==> src/rtl/uart_pkg.sv <==
// Shared UART definitions: FSM state encodings, frame levels and parity-type encodings.
// Used by both the transmitter and the receiver path.
package uart_pkg;

    typedef logic [2:0] tx_state_t;

    localparam tx_state_t ST_IDLE   = 3'd0;
    localparam tx_state_t ST_START  = 3'd1;
    localparam tx_state_t ST_DATA   = 3'd2;
    localparam tx_state_t ST_PARITY = 3'd3;
    localparam tx_state_t ST_STOP   = 3'd4;

    localparam logic START_BIT  = 1'b0;
    localparam logic STOP_BIT   = 1'b1;
    localparam logic IDLE_LEVEL = 1'b1;

    localparam logic PAR_EVEN = 1'b0;
    localparam logic PAR_ODD  = 1'b1;

endpackage

==> src/rtl/uart_tx_if.sv <==
// Request/line bundle between a byte source and uart_tx.
// master = byte source, slave = transmitter.
interface uart_tx_if #(
    parameter int DATA_WIDTH     = 8,
    parameter int PRESCALE_WIDTH = 6
);
    logic [DATA_WIDTH-1:0]     P_DATA;
    logic                      DATA_VALID;
    logic                      PAR_EN;
    logic                      PAR_TYP;
    logic [PRESCALE_WIDTH-1:0] prescale;
    logic                      TX_OUT;
    logic                      busy;

    modport master (
        output P_DATA, DATA_VALID, PAR_EN, PAR_TYP, prescale,
        input  TX_OUT, busy
    );

    modport slave (
        input  P_DATA, DATA_VALID, PAR_EN, PAR_TYP, prescale,
        output TX_OUT, busy
    );
endinterface

==> src/rtl/uart_parity_calc.sv <==
// Combinational parity generator; odd type inverts the data XOR.
// Shared with the receiver's parity checker.
module uart_parity_calc
    import uart_pkg::*;
#(
    parameter int DATA_WIDTH = 8
) (
    input  logic [DATA_WIDTH-1:0] data,
    input  logic                  par_typ,
    output logic                  par_bit
);
    assign par_bit = (^data) ^ (par_typ == PAR_ODD);
endmodule

==> src/rtl/uart_tx.sv <==
// UART transmitter: start, DATA_WIDTH bits LSB first, optional parity, stop; prescale clk per bit.
// Define UART_TX_TWO_STOP_EN to send two stop bits.
module uart_tx
    import uart_pkg::*;
#(
    parameter int DATA_WIDTH     = 8,
    parameter int PRESCALE_WIDTH = 6
) (
    input  logic     clk,
    input  logic     rst,
    uart_tx_if.slave tx_if
);
    localparam int IDX_W = (DATA_WIDTH > 1) ? $clog2(DATA_WIDTH) : 1;

    tx_state_t                 state;
    logic [PRESCALE_WIDTH-1:0] cnt;
    logic [PRESCALE_WIDTH-1:0] pre_q;
    logic [IDX_W-1:0]          bit_idx;
    logic [DATA_WIDTH-1:0]     data_q;
    logic [DATA_WIDTH-1:0]     sh_q;
    logic                      par_en_q;
    logic                      par_typ_q;
    logic                      par_bit;
    logic                      tx_q;
    logic                      busy_q;
    logic                      bit_end;
`ifdef UART_TX_TWO_STOP_EN
    logic                      stop_second;
`endif

    uart_parity_calc #(.DATA_WIDTH(DATA_WIDTH)) u_par (
        .data    (data_q),
        .par_typ (par_typ_q),
        .par_bit (par_bit)
    );

    // pre_q is never 0 (prescale 0 latched as 1), so the subtraction cannot wrap
    assign bit_end      = (cnt == pre_q - 1'b1);
    assign tx_if.TX_OUT = tx_q;
    assign tx_if.busy   = busy_q;

    always_ff @(posedge clk) begin
        if (!rst) begin
            state     <= ST_IDLE;
            cnt       <= '0;
            pre_q     <= PRESCALE_WIDTH'(1);
            bit_idx   <= '0;
            data_q    <= '0;
            sh_q      <= '0;
            par_en_q  <= 1'b0;
            par_typ_q <= 1'b0;
            tx_q      <= IDLE_LEVEL;
            busy_q    <= 1'b0;
`ifdef UART_TX_TWO_STOP_EN
            stop_second <= 1'b0;
`endif
        end else if (state == ST_IDLE) begin
            tx_q   <= IDLE_LEVEL;
            busy_q <= 1'b0;
            cnt    <= '0;
            if (tx_if.DATA_VALID) begin
                data_q    <= tx_if.P_DATA;
                sh_q      <= tx_if.P_DATA;
                par_en_q  <= tx_if.PAR_EN;
                par_typ_q <= tx_if.PAR_TYP;
                pre_q     <= (tx_if.prescale == '0) ? PRESCALE_WIDTH'(1) : tx_if.prescale;
                tx_q      <= START_BIT;
                busy_q    <= 1'b1;
                state     <= ST_START;
            end
        end else begin
            cnt <= bit_end ? '0 : cnt + 1'b1;
            if (bit_end) begin
                case (state)
                    ST_START: begin
                        state   <= ST_DATA;
                        bit_idx <= '0;
                        tx_q    <= sh_q[0];
                    end
                    ST_DATA: begin
                        if (bit_idx == IDX_W'(DATA_WIDTH - 1)) begin
                            state <= par_en_q ? ST_PARITY : ST_STOP;
                            tx_q  <= par_en_q ? par_bit : STOP_BIT;
                        end else begin
                            bit_idx <= bit_idx + 1'b1;
                            sh_q    <= sh_q >> 1;
                            tx_q    <= sh_q[1];
                        end
                    end
                    ST_PARITY: begin
                        state <= ST_STOP;
                        tx_q  <= STOP_BIT;
                    end
                    ST_STOP: begin
`ifdef UART_TX_TWO_STOP_EN
                        if (!stop_second) begin
                            stop_second <= 1'b1;
                        end else begin
                            stop_second <= 1'b0;
                            state       <= ST_IDLE;
                            busy_q      <= 1'b0;
                        end
`else
                        state  <= ST_IDLE;
                        busy_q <= 1'b0;
`endif
                    end
                    default: begin
                        state  <= ST_IDLE;
                        tx_q   <= IDLE_LEVEL;
                        busy_q <= 1'b0;
                    end
                endcase
            end
        end
    end
endmodule

==> src/flat_wrapper.sv <==
// flat-port wrapper written by rule: the top's interface ports become plain ports
module uart_tx_flat import uart_pkg::*;
#(
    parameter int DATA_WIDTH     = 8,
    parameter int PRESCALE_WIDTH = 6
)
  (clk, rst, tx_if_P_DATA, tx_if_DATA_VALID, tx_if_PAR_EN, tx_if_PAR_TYP, tx_if_prescale, tx_if_TX_OUT, tx_if_busy);
  uart_tx_if #(.DATA_WIDTH(DATA_WIDTH), .PRESCALE_WIDTH(PRESCALE_WIDTH)) tx_if_i ();
  input  logic clk;
  input  logic rst;
  input wire logic [$bits(tx_if_i.P_DATA)-1:0] tx_if_P_DATA;
  input wire logic [$bits(tx_if_i.DATA_VALID)-1:0] tx_if_DATA_VALID;
  input wire logic [$bits(tx_if_i.PAR_EN)-1:0] tx_if_PAR_EN;
  input wire logic [$bits(tx_if_i.PAR_TYP)-1:0] tx_if_PAR_TYP;
  input wire logic [$bits(tx_if_i.prescale)-1:0] tx_if_prescale;
  output wire logic [$bits(tx_if_i.TX_OUT)-1:0] tx_if_TX_OUT;
  output wire logic [$bits(tx_if_i.busy)-1:0] tx_if_busy;
  assign tx_if_i.P_DATA = tx_if_P_DATA;
  assign tx_if_i.DATA_VALID = tx_if_DATA_VALID;
  assign tx_if_i.PAR_EN = tx_if_PAR_EN;
  assign tx_if_i.PAR_TYP = tx_if_PAR_TYP;
  assign tx_if_i.prescale = tx_if_prescale;
  assign tx_if_TX_OUT = tx_if_i.TX_OUT;
  assign tx_if_busy = tx_if_i.busy;
  uart_tx #(.DATA_WIDTH(DATA_WIDTH), .PRESCALE_WIDTH(PRESCALE_WIDTH)) u_core (.clk(clk), .rst(rst), .tx_if(tx_if_i));
endmodule
==> config.mk <==
export PLATFORM = sky130hd
export DESIGN_NAME = uart_tx_flat
export DESIGN_NICKNAME = d
export VERILOG_FILES = /design/src/rtl/uart_pkg.sv /design/src/rtl/uart_tx_if.sv /design/src/rtl/uart_parity_calc.sv /design/src/rtl/uart_tx.sv /design/src/flat_wrapper.sv
export SDC_FILE = /design/constraint.sdc
export NUM_CORES = 1
export LEC_CHECK = 0
export CORE_MARGIN = 4
export CORE_UTILIZATION = 59
export CTS_CLUSTER_DIAMETER = 150
export DETAILED_ROUTE_END_ITERATION = 12
export PLACE_DENSITY_LB_ADDON = 0.2
export SETUP_SLACK_MARGIN = 0.3
export SYNTH_ARGS = -nofsm -noshare
export SYNTH_HDL_FRONTEND = slang
export SYNTH_HIERARCHICAL = 1
export SYNTH_SLANG_ARGS = --single-unit
==> constraint.sdc <==
create_clock -name clk -period 4.1 [get_ports clk]
set_clock_uncertainty 0.1 [all_clocks]
set_input_delay 0.82 -clock clk [delete_from_list [all_inputs] [get_ports clk]]
set_output_delay 0.82 -clock clk [all_outputs]
set_load 0.1 [all_outputs]
# Word level (Yosys, flattened, before mapping)
# Cells that the tools add are included.
[classes]
n_addsub = 3
mul = 0
div_mod_pow = 0
order_cmp = 0
eq_ne = 12
shifts = 0
n_mux = 24
bitwise_logic = 3
n_reduce_logical = 14
[ops]
columns = ["op", "n"]
rows = [
  ["two-way mux 8 bit", 5],
  ["two-way mux 3 bit", 6],
  ["two-way mux 1 bit", 9],
  ["one-hot mux 3 bit (3 select lines)", 1],
  ["AND reduction 4 bit", 2],
  ["parity 8 bit", 1],
  ["adder 6 x 1 -> 6 bit (second input constant)", 1],
  ["equality test 3 x 2 -> 1 bit (second input constant)", 2],
  ["equality test 3 bit (second input constant)", 2],
  ["equality test 6 bit", 1],
  ["logical NOT 6 bit", 1],
  ["two-way mux 6 bit", 1],
  ["!= test 2 x 1 -> 1 bit (second input constant)", 3],
  ["one-hot mux 3 bit (2 select lines)", 1],
  ["AND reduction 2 bit", 3],
  ["nonzero test 2 bit", 3],
  ["OR reduction 3 bit", 2],
  ["subtractor 6 x 1 -> 6 bit (second input constant)", 1],
  ["!= test 2 bit (second input constant)", 2],
  ["adder 3 x 1 -> 3 bit (second input constant)", 1],
  ["equality test 3 x 1 -> 1 bit (second input constant)", 1],
  ["logical NOT 3 bit", 1],
  ["!= test 3 x 1 -> 1 bit (second input constant)", 1],
  ["one-hot mux 1 bit (3 select lines)", 1],
  ["other kinds (3)", 4],
]
[totals]
regBits = 38
latch_bits = 0
ramBits = 0
rom_bits = 0
input_bits = 19
out_inout_bits = 2
n_memories = 0

# Longest topological paths before layout
[depth]
word_depth = 7
depth_mapped = 9
depth_no_buf = 8

# Modules after synthesis
# The synthesis kept the hierarchy.
[by_module_without_submodules]
columns = ["module", "instances", "cells_per_inst", "area_per_inst_um2"]
rows = [
  ["uart_tx", 1, 222, 1818.0],
  ["uart_parity_calc", 1, 7, 82.6],
]

# Least setup slack after synthesis
# Ideal clock, no wire load.
[synth_path]
path_type = "register -> register"
startpoint = "register u_core.pre_q[0]"
endpoint = "register u_core.sh_q[6]"
setup_time_ns = 0.139
t_arrival_ns = 2.064
slack_ns = 1.798
stages_incl_launch_ff = 10
n_path_buf = 1
synth_period_minus_slack_ns = 2.302
path_cell_list = "dfxtp_1 -> inv_1 -> ha_1 -> xnor2_1 -> xnor2_1 -> nor4_4 -> nand3_1 -> buf_2 -> a221oi_1 -> a311oi_1"
[synth_via]
elab_chain_len = 4
[synth_rtl]
columns = ["item", "line_no", "text"]
rows = [
  ["start: declaration", "uart_tx.sv:17", "logic [PRESCALE_WIDTH-1:0] pre_q;"],
  ["start signal: assignment", "uart_tx.sv:66", "pre_q <= (tx_if.prescale == '0) ? PRESCALE_WIDTH'(1) : tx_if.prescale;"],
  ["subtractor 6 x 1 -> 6 bit", "uart_tx.sv:38", "assign bit_end = (cnt == pre_q - 1'b1);"],
  ["equality test 6 bit", "uart_tx.sv:38", ""],
  ["nonzero test 2 bit (no line)", "-", ""],
  ["AND reduction 4 bit (no line)", "-", ""],
  ["end signal: assignment", "uart_tx.sv:63", "sh_q <= tx_if.P_DATA;"],
  ["end signal: assignment", "uart_tx.sv:86", "sh_q <= sh_q >> 1;"],
  ["end: declaration", "uart_tx.sv:20", "logic [DATA_WIDTH-1:0] sh_q;"],
]
# Every way passes these cells.
# A chain may end at the register's enable or synchronous reset.

# Worst setup path after layout
[layout_path]
startpoint = "register u_core.tx_q (netlist: u_core/tx_if.TX_OUT)"
endpoint = "output port tx_if_TX_OUT"
[layout_lines]
columns = ["item", "line_no", "text"]
rows = [
  ["start: declaration", "uart_tx.sv:24", "logic tx_q;"],
  ["start signal: assignment", "uart_tx.sv:78", "tx_q <= sh_q[0];"],
  ["start signal: assignment", "uart_tx.sv:83", "tx_q <= par_en_q ? par_bit : STOP_BIT;"],
  ["start signal: assignment", "uart_tx.sv:87", "tx_q <= sh_q[1];"],
  ["end: declaration", "flat_wrapper.sv:16", "output wire logic [$bits(tx_if_i.TX_OUT)-1:0] tx_if_TX_OUT;"],
]
# No word-level cell between the ends.

==> results.yml <==
setup_path:
  critical_path_depth: 1
  r2r-end: "u_core/sh_q[3]"
  path_buf_inv: 1
  crit_start: "u_core/tx_if.TX_OUT"
  end_kind: "output port"
  path_cells: "clkdlybuf4s50_1"
  path_class: "register to output port"
  path_max_fanout: 4
  crit_arrival_ns: 1.92
  r2r-start: "u_core/pre_q[0]"
  crit_required_ns: 3.18
  slowest_delay_ns: 1.16
  r2r_slack_ns: 1.37
  path_delay_family: "buffers and inverters"
  crit_end: "tx_if_TX_OUT"
  cpMaxStageDelayCell: "clkdlybuf4s50_1"
  crit_path_start_kind: "register"
  rr_worst_depth: 8
pwr:
  powerDensity_nw_per_um2: 574
  power_leakage_nw: 0.777
  ir_drop_mv: 0.345
grt:
  grt_max_degree: 32
  grt_first_pass_wirelength_um: 6330
  gr-total-overflow: 0
  grt_pass1_vias: 1399
  grtUsageTotal_pct: 19.3
  antenna_found_initial: 0
floorplan:
  floorplan.die_area_um2: 4190
  core_area_um2: 3080
  die_h_um: 64.8
  io_pins: 21
  die_w_um: 64.8
  row_count: 20
  initial_utilization_pct: 61.7
final_layout:
  area_growth_pct: 14.4
  num-nets-final: 266
  final_area_um2: 2170
  utilization_pct: 70.6
  drive_gt1_share_pct: 6.15
  diodes: 0
timing:
  tightest_slew_ns: 0.964
  fin_setup_tns_ns: 0
  slew_violations: 0
  hold_slack_ns: 0.370
  hold_viol_final: 0
  maxClockFrequency_ghz: 0.352
  fin_crit_ns: 2.84
  rsz0062_at_grt: "no"
  max-slew-margin-rel_pct: 35.5
  post-route-period-util_pct: 69.3
  setup_viol: 0
clock_network:
  postCtsHoldBufs: 0
  clock_latency_ns: 0.35
  cts_setup_buffers: 0
  ctsLongestPathBuffers: 2
  cts_buffers: 5
  cts-root-buf: "clkbuf_4"
  htree_levels: 2
  tritoncts: "done"
  cts_resized: 0
  clk_pin_slew_ns: 0.12
  clock_sinks: 38
place:
  detailed_place_hpwl_um: 2620
  io_buffers: 20
  placed_area_um2: 2110
  place_congestion: 0.792
drt:
  ant_nets: 0
  viasPerCell: 5.51
  first_iter_violations: 148
  wirelength_um: 3770
  num_vias: 1586
  wl_per_cell_um: 13.1
  first_pass_iters: 4
  drc: 0
yosys:
  yosysSeqAreaShare_pct: 40.0
  ys.flop_type: "dfxtp_1"
  synth_top_area_share_pct: 40.0
  synthCells: 229
  synth.area.top_cells: "dfxtp_1, nand2_1, xnor2_1"
  syn_avg_cell_area_um2: 8.30
  synthArstFlopShare_pct: 0
  synth_top_cell_by_area: "dfxtp_1"
  synth_edf_count: 0
  ys_types: 40
  syn_area_um2: 1900
  ys_warn_count: 6
  synth_seq_cells: 38
  synth_fp_nets: 252
job:
  drv_cap: 0
hold_path:
  min_from: "u_core/tx_if.busy"
  hp-class: "register to register"
run_status:
  outcome: "completed"
[logic make-up (layout without fill, tap and decap cells)]
kind of cell             after synthesis  count (layout)  synth area share [%]
XOR/XNOR                              21              21                  10.8
flip-flops                            38              38                  40.0
AO/OA/AOI/OAI                         48              48                  17.6
AND/OR/NAND/NOR                       90              90                  23.0
adder cells (fa/ha/maj)                4               4                  2.63
multiplexers                           1               1                 0.527
buffers and inverters                 27              42                  5.40
[flip-flops by register name (all words and copies together) (netlist names)]
name / count
u_core/bit_idx: 3
u_core/cnt: 6
u_core/data_q: 8
u_core/par_en_q: 1
u_core/par_typ_q: 1
u_core/pre_q: 6
u_core/sh_q: 8
u_core/state: 3
u_core/tx_if.TX_OUT: 1
u_core/tx_if.busy: 1
[synthesized netlist by cell type, types with 2 or more instances]
| master | count |
|---|---|
| inv_1 | 12 |
| nand2_1 | 43 |
| nor3b_1 | 2 |
| a311oi_1 | 7 |
| a221oi_1 | 7 |
| o211ai_1 | 2 |
| nand3_1 | 14 |
| nand4_1 | 2 |
| xor2_1 | 5 |
| o21ai_0 | 4 |
| o22ai_1 | 2 |
| nor2_1 | 12 |
| dfxtp_1 | 38 |
| xnor2_1 | 14 |
| o2111ai_1 | 3 |
| ha_1 | 4 |
| clkbuf_1 | 12 |
| a21oi_1 | 16 |
| nor2b_1 | 8 |
| nor3_1 | 2 |
[power by group]
group | leakage, nW | internal, mW | switching, mW
combinational | 0.431 | 0.212 | 0.300
sequential | 0.311 | 0.442 | 0.0866
clock | 0.0343 | 0.0825 | 0.124
total | 0.777 | 0.737 | 0.511
[cells in the final DEF (no fill, tap or decap), drive strengths merged, types with 2 or more instances in the layout]
cell type	netlist	final
o22ai	2	2
xor2	5	5
nor3b	2	2
nand3	14	14
ha	4	4
o211ai	2	2
a221oi	7	7
nor2	12	12
clkbuf	12	6
nand2	44	44
clkdlybuf4s50	0	20
xnor2	15	15
inv	13	13
nor2b	8	8
dfxtp	38	38
o2111ai	3	3
nand4	2	2
a311oi	7	7
a21oi	16	16
nor3	3	3
o21ai	4	4
[area by class of cell]
type	count	area (um^2)
tap	44	55.1
timing repair buffer	21	208
clock buffer	6	51.3
inverter	13	48.8
fill	257	905
multi-input combinational	164	1040
clock inverter	2	12.5
sequential	38	761
[stage by stage]
step	power, mW	cells	setup slack (ns)
5_1_grt	1.34	288	1.16
6_report	1.25	288	1.26
4_1_cts	1.26	288	1.24
3_5_place_dp	1.05	280	1.40
2_1_floorplan	0.944	229	1.80
3_3_place_gp	1.04	280	1.47
[layer usage]
metal	vias up	wire length [um]	global-route usage [%]	part of all wire (%)
met5	-	0	0	0
met4	0	60	7.92	1.6
met3	8	170	4.68	4.5
met2	34	1770	31.3	47
met1	717	1770	24.5	47
li1	827	-	-	-
[worst reg2reg max path, stage by stage (launching register included)]
cell and delay [ns]:
dfxtp_1 0.43, inv_1 0.09, ha_1 0.22, xnor2_1 0.14, xnor2_1 0.16, nor4_4 0.37, nand3_1 0.49, a221oi_1 0.48
a311oi_1 0.10
[worst min-delay path by stage]
stage                              endpoint  slack [ns]  cells past startpoint
final                     u_core/tx_if.busy        0.37                      2
after global routing      u_core/tx_if.busy        0.40                      2
after CTS                 u_core/tx_if.busy        0.38                      2
after detailed placement  u_core/tx_if.busy        0.36                      2
after global placement    u_core/tx_if.busy        0.35                      2
after floorplan               u_core/cnt[0]        0.34                      1
(Power assumes the default switching activity.)
